`src/rtl/jk_bank_ctrl.sv`:
```
// Command sequencer for a bank of JK flip-flops.
// Drives J/K/enable for clear, set, load and N-step up/down counting.
module jk_bank_ctrl #(
  parameter int W  = 4,
  parameter int SW = 8
) (
  input  logic          clk,
  input  logic          reset,
  input  logic          start,
  input  logic [2:0]    cmd,
  input  logic [W-1:0]  operand,
  input  logic [SW-1:0] steps,
  input  logic [W-1:0]  q_in,
  output logic [W-1:0]  j_out,
  output logic [W-1:0]  k_out,
  output logic          jk_en,
  output logic          busy,
  output logic          done,
  output logic          err
);

  typedef enum logic [1:0] {
    IDLE,
    APPLY,
    RUN,
    FIN
  } state_t;

  localparam logic [2:0] C_CLR  = 3'd1;
  localparam logic [2:0] C_SET  = 3'd2;
  localparam logic [2:0] C_LOAD = 3'd3;
  localparam logic [2:0] C_UP   = 3'd4;
  localparam logic [2:0] C_DOWN = 3'd5;

  state_t        state;
  state_t        state_n;
  logic [2:0]    cmd_q;
  logic [2:0]    cmd_n;
  logic [W-1:0]  op_q;
  logic [SW-1:0] cnt_q;
  logic [SW-1:0] cnt_n;
  logic [W-1:0]  up_m;
  logic [W-1:0]  dn_m;
  logic          accept;
  logic          is_apply;
  logic          is_count;
  logic          is_ill;

  assign accept   = (state == IDLE) && start;
  assign cmd_n    = accept ? cmd : cmd_q;
  assign is_apply = (cmd == C_CLR) || (cmd == C_SET)
                 || (cmd == C_LOAD);
  assign is_count = (cmd == C_UP) || (cmd == C_DOWN);
  assign is_ill   = cmd_n[2] & cmd_n[1];

  // Next state and step counter
  always_comb begin
    state_n = state;
    cnt_n   = cnt_q;
    unique case (state)
      IDLE: begin
        if (start) begin
          cnt_n = steps;
          unique case (1'b1)
            is_apply: state_n = APPLY;
            is_count: state_n = (steps != '0) ? RUN : FIN;
            default:  state_n = FIN;
          endcase
        end
      end
      APPLY: state_n = FIN;
      RUN: begin
        cnt_n = cnt_q - SW'(1);
        if (cnt_q == SW'(1)) state_n = FIN;
      end
      FIN: state_n = IDLE;
      default: state_n = IDLE;
    endcase
  end

  // Toggle masks: a bit flips when all lower bits are 1 (up) or 0 (down)
  always_comb begin
    logic au;
    logic ad;
    au = 1'b1;
    ad = 1'b1;
    for (int i = 0; i < W; i++) begin
      up_m[i] = au;
      dn_m[i] = ad;
      au = au & q_in[i];
      ad = ad & ~q_in[i];
    end
  end

  // Bank drive: J/K and enable from state and captured command
  always_comb begin
    j_out = '0;
    k_out = '0;
    jk_en = 1'b0;
    unique case (state)
      APPLY: begin
        jk_en = 1'b1;
        unique case (cmd_q)
          C_CLR: k_out = '1;
          C_SET: j_out = '1;
          C_LOAD: begin
            j_out = op_q;
            k_out = ~op_q;
          end
          default: ;
        endcase
      end
      RUN: begin
        jk_en = 1'b1;
        j_out = (cmd_q == C_DOWN) ? dn_m : up_m;
        k_out = j_out;
      end
      default: ;
    endcase
  end

  // State, captured command and registered status flags
  always_ff @(posedge clk or negedge reset) begin
    if (!reset) begin
      state <= IDLE;
      cmd_q <= '0;
      op_q  <= '0;
      cnt_q <= '0;
      busy  <= 1'b0;
      done  <= 1'b0;
      err   <= 1'b0;
    end else begin
      state <= state_n;
      cnt_q <= cnt_n;
      if (accept) begin
        cmd_q <= cmd;
        op_q  <= operand;
      end
      busy <= (state_n != IDLE);
      done <= (state_n == FIN);
      err  <= (state_n == FIN) && is_ill;
    end
  end

endmodule

```
`config.mk`:
```
export PLATFORM = sky130hd
export DESIGN_NAME = jk_bank_ctrl
export DESIGN_NICKNAME = d
export VERILOG_FILES = /design/src/rtl/jk_bank_ctrl.sv
export SDC_FILE = /design/constraint.sdc
export NUM_CORES = 1
export LEC_CHECK = 0
export BUFFER_PORTS_ARGS = -buffer_cell sky130_fd_sc_hd__buf_4
export CAP_MARGIN = 20
export CORE_MARGIN = 8
export CORE_UTILIZATION = 58
export CTS_BUF_LIST = sky130_fd_sc_hd__clkbuf_8
export CTS_CLUSTER_DIAMETER = 200
export CTS_CLUSTER_SIZE = 20
export DETAILED_ROUTE_END_ITERATION = 12
export GPL_ROUTABILITY_DRIVEN = 0
export PLACE_DENSITY = 0.87
export SLEW_MARGIN = 20
export SYNTH_ARGS = -nofsm -noshare
export SYNTH_HDL_FRONTEND = slang
export SYNTH_SLANG_ARGS = --single-unit
```
`constraint.sdc`:
```
create_clock -name clk -period 2.5 [get_ports clk]
set_input_delay 0.125 -clock clk [delete_from_list [all_inputs] [get_ports clk]]
set_output_delay 0.125 -clock clk [all_outputs]
set_load 0.01 [all_outputs]
```
==> flow_summary_export.csv, run 1 <==
group,metric,value,unit
run_status,status,"completed",
layout,drive_above_1_share,0.2899,
clock_tree,cts-root-buf,"clkbuf_8",
timing,slew_violations,0,
setup_path,cp_max_fo,14,
global_route,grt_first_pass_wirelength,5271,um
setup_path,required,2.38,ns
detailed_routing,drt_drc_violations_left,0,
detailed_routing,vias_per_cell,5.929,
hold_path,min-delay-path-class,"in -> reg",
setup_path,critPathLaunch,"state[0]$_DFF_PN0_",
placement,port-buffer-count,32,
clock_tree,cts.reportedPaths.clkPinSlew,0.07,ns
placement,dp_hpwl,2414,um
setup_path,end_kind,"primary output",
hold_path,worstHoldPathCells,2,
global_route,grt_max_degree,21,
synthesis,syn_area,1249,sq um
power_and_ir_drop,power_density,1262,nW/um^2
die,core_area,2127,sq um
synthesis,synthArstFlopShare,1.000,
detailed_routing,vias,1168,
synthesis,synth_fp_nets,164,
setup_path,setup.worst_path.class,"reg -> out",
timing,rsz0062_at_grt,"no",
layout,fillers,156,
die,io_pins,34,
global_route,antenna_found_initial,0,
timing,finalHoldViolCount,0,
timing,worstMarginPinSlew,0.4751,ns
layout,final_util,0.7382,
setup_path,rrSetupSlack,0.67,ns
clock_tree,htree_levels,1,
job,cap_violations,0,
detailed_routing,drtPass1Iterations,4,
clock_tree,cts_tree,"yes",
timing,fmax,0.5368,GHz
synthesis,synth_edf_count,0,
layout,fin_nets,197,
layout,n_antenna_cell,0,
placement,placed_cell_area,1505,sq um
clock_tree,clkLatencyLatePin,0.26,ns
layout,synthToLayoutAreaGrowth,25.75,%
timing,min_period,1.863,ns
detailed_routing,routed_wl,3145,um
detailed_routing,ant_nets,0,
global_route,grt_overflow_total,0,
synthesis,ys_seq_area_frac,0.4008,
timing,period_share,0.7452,
power_and_ir_drop,vdd_drop_max,0.8296,mV
timing,fin_worst_skew,0.003233,ns
layout,fin_area,1570,sq um
placement,dpl.cell_count,192,
die,die_w,62.40,um
layout,final_cells,197,
detailed_routing,wl_per_cell,15.96,um
clock_tree,cts_buffers,3,
setup_path,start_kind,"flip-flop",
setup_path,rr_worst_depth,6,
timing,finalSetupViolCount,0,
detailed_routing,dr.first_iter.drc_count,46,
synthesis,syn_avg_cell_area,9.115,sq um
setup_path,reg2reg_to,"cnt_q[4]$_DFFE_PN0P_",
global_route,grt_usage,0.1579,
setup_path,reg2reg_from,"state[0]$_DFF_PN0_",
die,start_util,0.5871,
timing,finalSetupTns,0,ns
power_and_ir_drop,power,1.981,mW
synthesis,synth-main-ff-cell,"dfrtp_1",
power_and_ir_drop,leakagePower,0.7160,nW
clock_tree,cts_resized,0,
synthesis,ys_ff_latch,20,
layout,multi_input_area,691.9,sq um
die,fp.dieH,62.40,um
clock_tree,cts_sinks,20,
synthesis,synthCells,137,
synthesis,synth.distinct_cells,37,
die,fp-row-count,17,
global_route,first_global_vias,1234,
synthesis,yosys_warnings,0,
setup_path,crit_arrival,1.74,ns
die,dieArea,3894,sq um
timing,slew_headroom,0.6804,
clock_tree,cts_buffer_depth,2,
setup_path,cp-endpoint,"j_out[1]",
layout,ff_latch_area,500.5,sq um
stage by stage:
stage	hold WS [ns]	setup WS, ns
2_1_floorplan	-0.1706	0.9470
3_3_place_gp	0.01401	0.7605
3_5_place_dp	0.02029	0.6961
4_1_cts	0.09509	0.6566
5_1_grt	0.09568	0.4983
6_report	0.09356	0.6370
worst max-delay path, stage by stage, from the launching register on:
cell and delay (ns):
dfrtp_1 0.39, inv_1 0.08, ha_1 0.21, inv_1 0.30, nor2_1 0.13, o21a_1 0.22, buf_4 0.14
cell families after synthesis:
group,count (synthesis),synth area share
AOI/OAI and AO/OA,52,0.2615
adders and majority gates,5,0.05010
DFF,20,0.4008
buffers and inverters,14,0.04509
and+or+nand+nor,37,0.1643
muxes,8,0.07115
xor gates and xnor gates,1,0.007015
layer usage:
metal | up-vias | share of wire | track usage
met3 | 9 | 0.083 | 0.05018
met1 | 546 | 0.39 | 0.1792
met2 | 51 | 0.50 | 0.2626
li1 | 562 | - | -
met4 | 0 | 0.026 | 0.07407
met5 | - | 0 | 0
final cells by class:
class                   count  share of cell area
multi-input cells         103              0.4406
flip-flops and latches     20              0.3187
repair buffers             34              0.1641
clock buffers               4             0.03506
well taps                  28             0.02231
inverters                   8             0.01912
timing repair:
item | in CTS | in global routing
buffers inserted | 0 | 0
hold buffers | 1 | 0
hold endpoints to repair | 20 | 0
sequential cells by signal (all words and copies together), names as in the netlist:
name   count
busy       1
cmd_q      3
cnt_q      8
done       1
err        1
op_q       4
state      2
worst min-delay path by stage:
stage                           from                    to  slack (ns)
after global routing      operand[2]   op_q[2]$_DFFE_PN0P_         0.1
final                     operand[2]   op_q[2]$_DFFE_PN0P_        0.09
after floorplan                reset        busy$_DFF_PN0_       -0.17
after global placement         reset  cnt_q[5]$_DFFE_PN0P_        0.01
after CTS                 operand[2]   op_q[2]$_DFFE_PN0P_         0.1
after detailed placement       reset  cnt_q[5]$_DFFE_PN0P_        0.02
report_power, final:
group / internal, mW / total [mW] / switching, mW
clock network: 0.140 / 0.247 / 0.107
registers: 0.485 / 0.649 / 0.164
logic: 0.489 / 1.08 / 0.595
total: 1.12 / 1.98 / 0.866
Yosys cell counts, types with 2 or more instances:
cell type	instances	area, sq um
a31oi_1	2	12.51
nand2_1	7	26.28
a21boi_0	5	37.54
ha_1	5	62.56
o21ai_1	6	30.03
mux2_2	7	78.83
o21ai_0	12	60.06
o22a_1	2	17.52
nor3b_1	2	15.01
nand3_1	3	15.01
buf_2	3	15.01
inv_1	8	30.03
nor2_1	9	33.78
a21o_1	2	15.01
nand3b_1	2	15.01
and3_1	3	18.77
dfrtp_1	20	500.5
o21a_1	6	45.04
nor4_1	4	25.02
a21oi_1	10	50.05
clkbuf_1	3	11.26
placed cells by master (no fill, tap or decap), types with 3 or more instances in the layout:
| master | n |
|---|---|
| nor4_1 | 4 |
| a21boi_0 | 5 |
| o21ai_0 | 12 |
| inv_1 | 8 |
| and3_1 | 3 |
| o21ai_1 | 6 |
| nor2_1 | 9 |
| buf_4 | 33 |
| mux2_2 | 7 |
| a21oi_1 | 10 |
| nand2_1 | 7 |
| ha_1 | 5 |
| nand3_1 | 3 |
| clkbuf_8 | 4 |
| o21a_1 | 6 |
| dfrtp_1 | 20 |
No activity file was read; power rests on OpenSTA's default activity.
==> inputs of run 2 (changes only) <==
- CORE_UTILIZATION: 58 -> 48
- PLACE_DENSITY: 0.87 -> 0.77
- clock period: 2.5 -> 1.7 ns (I/O delays scaled with it)
==> run 2 against run 1 <==
Net effect:
- worst setup slack worse by 0.63 ns
- first-iteration DRC count increased by 2.2%
- final area is 7.6% higher
- clock-buffer cell count unchanged
- sequential share of layout area is 2.1 points lower
- total power rose by 59%
- critical path depth is the same
==> flow_summary_export.csv, run 2 (synthesis gave the netlist of run 1 again) <==
group,metric,value,unit
power_and_ir_drop,p_int,1.835,mW
layout,fillers,203,
layout,drive_above_1_share,0.3876,
timing,finalSetupViolCount,0,
layout,final_common_cell,"buf_4",
timing,rsz0062_at_grt,"yes",
die,fp-row-count,18,
detailed_routing,drtPass1Iterations,4,
die,io_pins,34,
timing,whs,0.05739,ns
timing,period_share,0.9961,
clock_tree,cts_buffer_depth,2,
timing,worstMarginPinSlew,0.4473,ns
layout,n_antenna_cell,0,
power_and_ir_drop,p_sw_frac,0.4186,
detailed_routing,wl_per_cell,15.31,um
hold_path,min-delay-path-class,"in -> reg",
power_and_ir_drop,p_sw,1.321,mW
placement,port-buffer-count,32,
global_route,grtUsageMet2,0.2354,
setup_path,end_kind,"primary output",
clock_tree,cts_sinks,20,
detailed_routing,routed_wl,3185,um
timing,min_period,1.693,ns
timing,fin_worst_skew,0.001378,ns
power_and_ir_drop,clkPwrFrac,0.113,
timing,slew_violations,0,
clock_tree,cts_tree,"yes",
global_route,grtUsageMet1,0.1713,
layout,top_register,"cnt_q",
hold_path,worstHoldPathCells,2,
power_and_ir_drop,leakagePower,0.7603,nW
setup_path,required,1.62,ns
detailed_routing,vias_per_cell,5.654,
placement,dp_hpwl,2481,um
power_and_ir_drop,power_density,1867,nW/um^2
global_route,grt_max_degree,21,
timing,finalHoldViolCount,0,
clock_tree,htree_levels,1,
layout,synthToLayoutAreaGrowth,35.37,%
power_and_ir_drop,vdd_drop_max,1.360,mV
die,core_area,2477,sq um
clock_tree,clkLatencyLatePin,0.26,ns
clock_tree,cts_buffers,3,
timing,fmax,0.5905,GHz
placement,placed_cell_area,1530,sq um
global_route,grt_overflow_total,0,
power_and_ir_drop,power,3.156,mW
die,start_util,0.5040,
layout,fin_nets,206,
global_route,first_global_vias,1145,
global_route,grt_usage,0.1445,
setup_path,crit_arrival,1.61,ns
detailed_routing,dr.first_iter.drc_count,47,
global_route,grt_first_pass_wirelength,5057,um
clock_tree,cts-root-buf,"clkbuf_8",
setup_path,setup.worst_path.class,"reg -> out",
placement,dp_slack,0.05218,ns
die,fp.dieH,67.01,um
global_route,antenna_found_initial,0,
layout,largest_register_ffs,8,
layout,fin_area,1690,sq um
global_route,grt_use_met3,0.04195,
die,dieArea,4490,sq um
clock_tree,cts.reportedPaths.clkPinSlew,0.07,ns
die,die_w,67.01,um
detailed_routing,drt_drc_violations_left,0,
job,cap_violations,0,
layout,layout_common_cells,"39 x buf_4, 18 x dfrtp_1, 11 x o21ai_0, 10 x a21oi_1, 8 x nor2_1",
timing,slew_headroom,0.6991,
setup_path,cp_max_fo,4,
power_and_ir_drop,comb_power_share,0.590,
timing,fin_ws,0.006620,ns
detailed_routing,ant_nets,0,
run_status,status,"completed",
layout,top_regs,"cnt_q: 8 flops, op_q: 4 flops, cmd_q: 3 flops",
power_and_ir_drop,pwr-share-seq,0.297,
detailed_routing,vias,1176,
setup_path,start_kind,"flip-flop",
global_route,top_usage_layer,"met2",
setup_path,rr_worst_depth,5,
-- run 2: changes by cell type in the layout (fill, tap and decap cells not counted), moves of 2 or more --
| cell | delta |
|---|---|
| dfrtp_2 | +2 |
| dfrtp_1 | -2 |
| a21boi_0 | -5 |
| ha_2 | +2 |
| buf_6 | +3 |
| a21boi_1 | +5 |
| buf_4 | +6 |
| ha_1 | -3 |
-- run 2: path summary, 6_finish.rpt --
check / from / to / slack, ns
max: state[0]$_DFF_PN0_ / j_out[1] / 0.007
min: operand[2] / op_q[2]$_DFFE_PN0P_ / 0.06
max reg2reg: state[0]$_DFF_PN0_ / cnt_q[4]$_DFFE_PN0P_ / 0.11
min reg2reg: op_q[2]$_DFFE_PN0P_ / op_q[2]$_DFFE_PN0P_ / 0.53
max in group asynchronous: reset / cmd_q[1]$_DFF_PN0_ / 1.24
min in group asynchronous: reset / cnt_q[4]$_DFFE_PN0P_ / 0.23
-- run 2: area by class of cell --
class / instances / area [sq um] / area share
clock buffers: 4 / 55.05 / 0.03257
multi-input cells: 103 / 728.2 / 0.4308
inverters: 8 / 30.03 / 0.01776
flip-flops and latches: 20 / 503.0 / 0.2976
well taps: 30 / 37.54 / 0.02221
repair buffers: 43 / 336.6 / 0.1991
-- run 2: routing by layer --
metal	wire length (um)	share of wire
met4	71	0.022
met1	1356	0.43
met2	1578	0.50
met5	0	0
met3	178	0.056
-- run 2: worst max-delay path, stage by stage (launching register included) --
cell and delay (ns):
dfrtp_2 0.44, buf_6 0.13, ha_4 0.15, and3b_2 0.21, o21a_1 0.11, o21a_1 0.20
buf_6 0.12
-- run 2: per-stage QoR --
step,instances,utilization,TNS (ns)
5_1_grt,208,0.6823,-0.1685
2_1_floorplan,137,-,0
3_3_place_gp,197,0.6177,0
6_report,208,0.6823,0
4_1_cts,203,0.6485,0
3_5_place_dp,197,0.6177,0
-- run 2: timing repair --
| action | 4_1_cts | 5_1_grt |
|---|---|---|
| hold endpoints to repair | 20 | 0 |
| hold buffers | 1 | 0 |
| gates cloned | 0 | 0 |
| setup buffers | 1 | 5 |
| setup endpoints to repair | 5 | 14 |
| gates resized for setup | 5 | 16 |
| pin swaps | 0 | 6 |
-- run 2: power by group through the flow --
stage | Clock, mW | Combinational [mW] | Sequential (mW)
5_1_grt | 0.392 | 2.03 | 0.971
3_3_place_gp | 0 | 1.57 | 0.924
2_1_floorplan | 0 | 1.12 | 0.894
6_report | 0.357 | 1.86 | 0.937
4_1_cts | 0.365 | 1.70 | 0.922
3_5_place_dp | 0 | 1.64 | 0.946
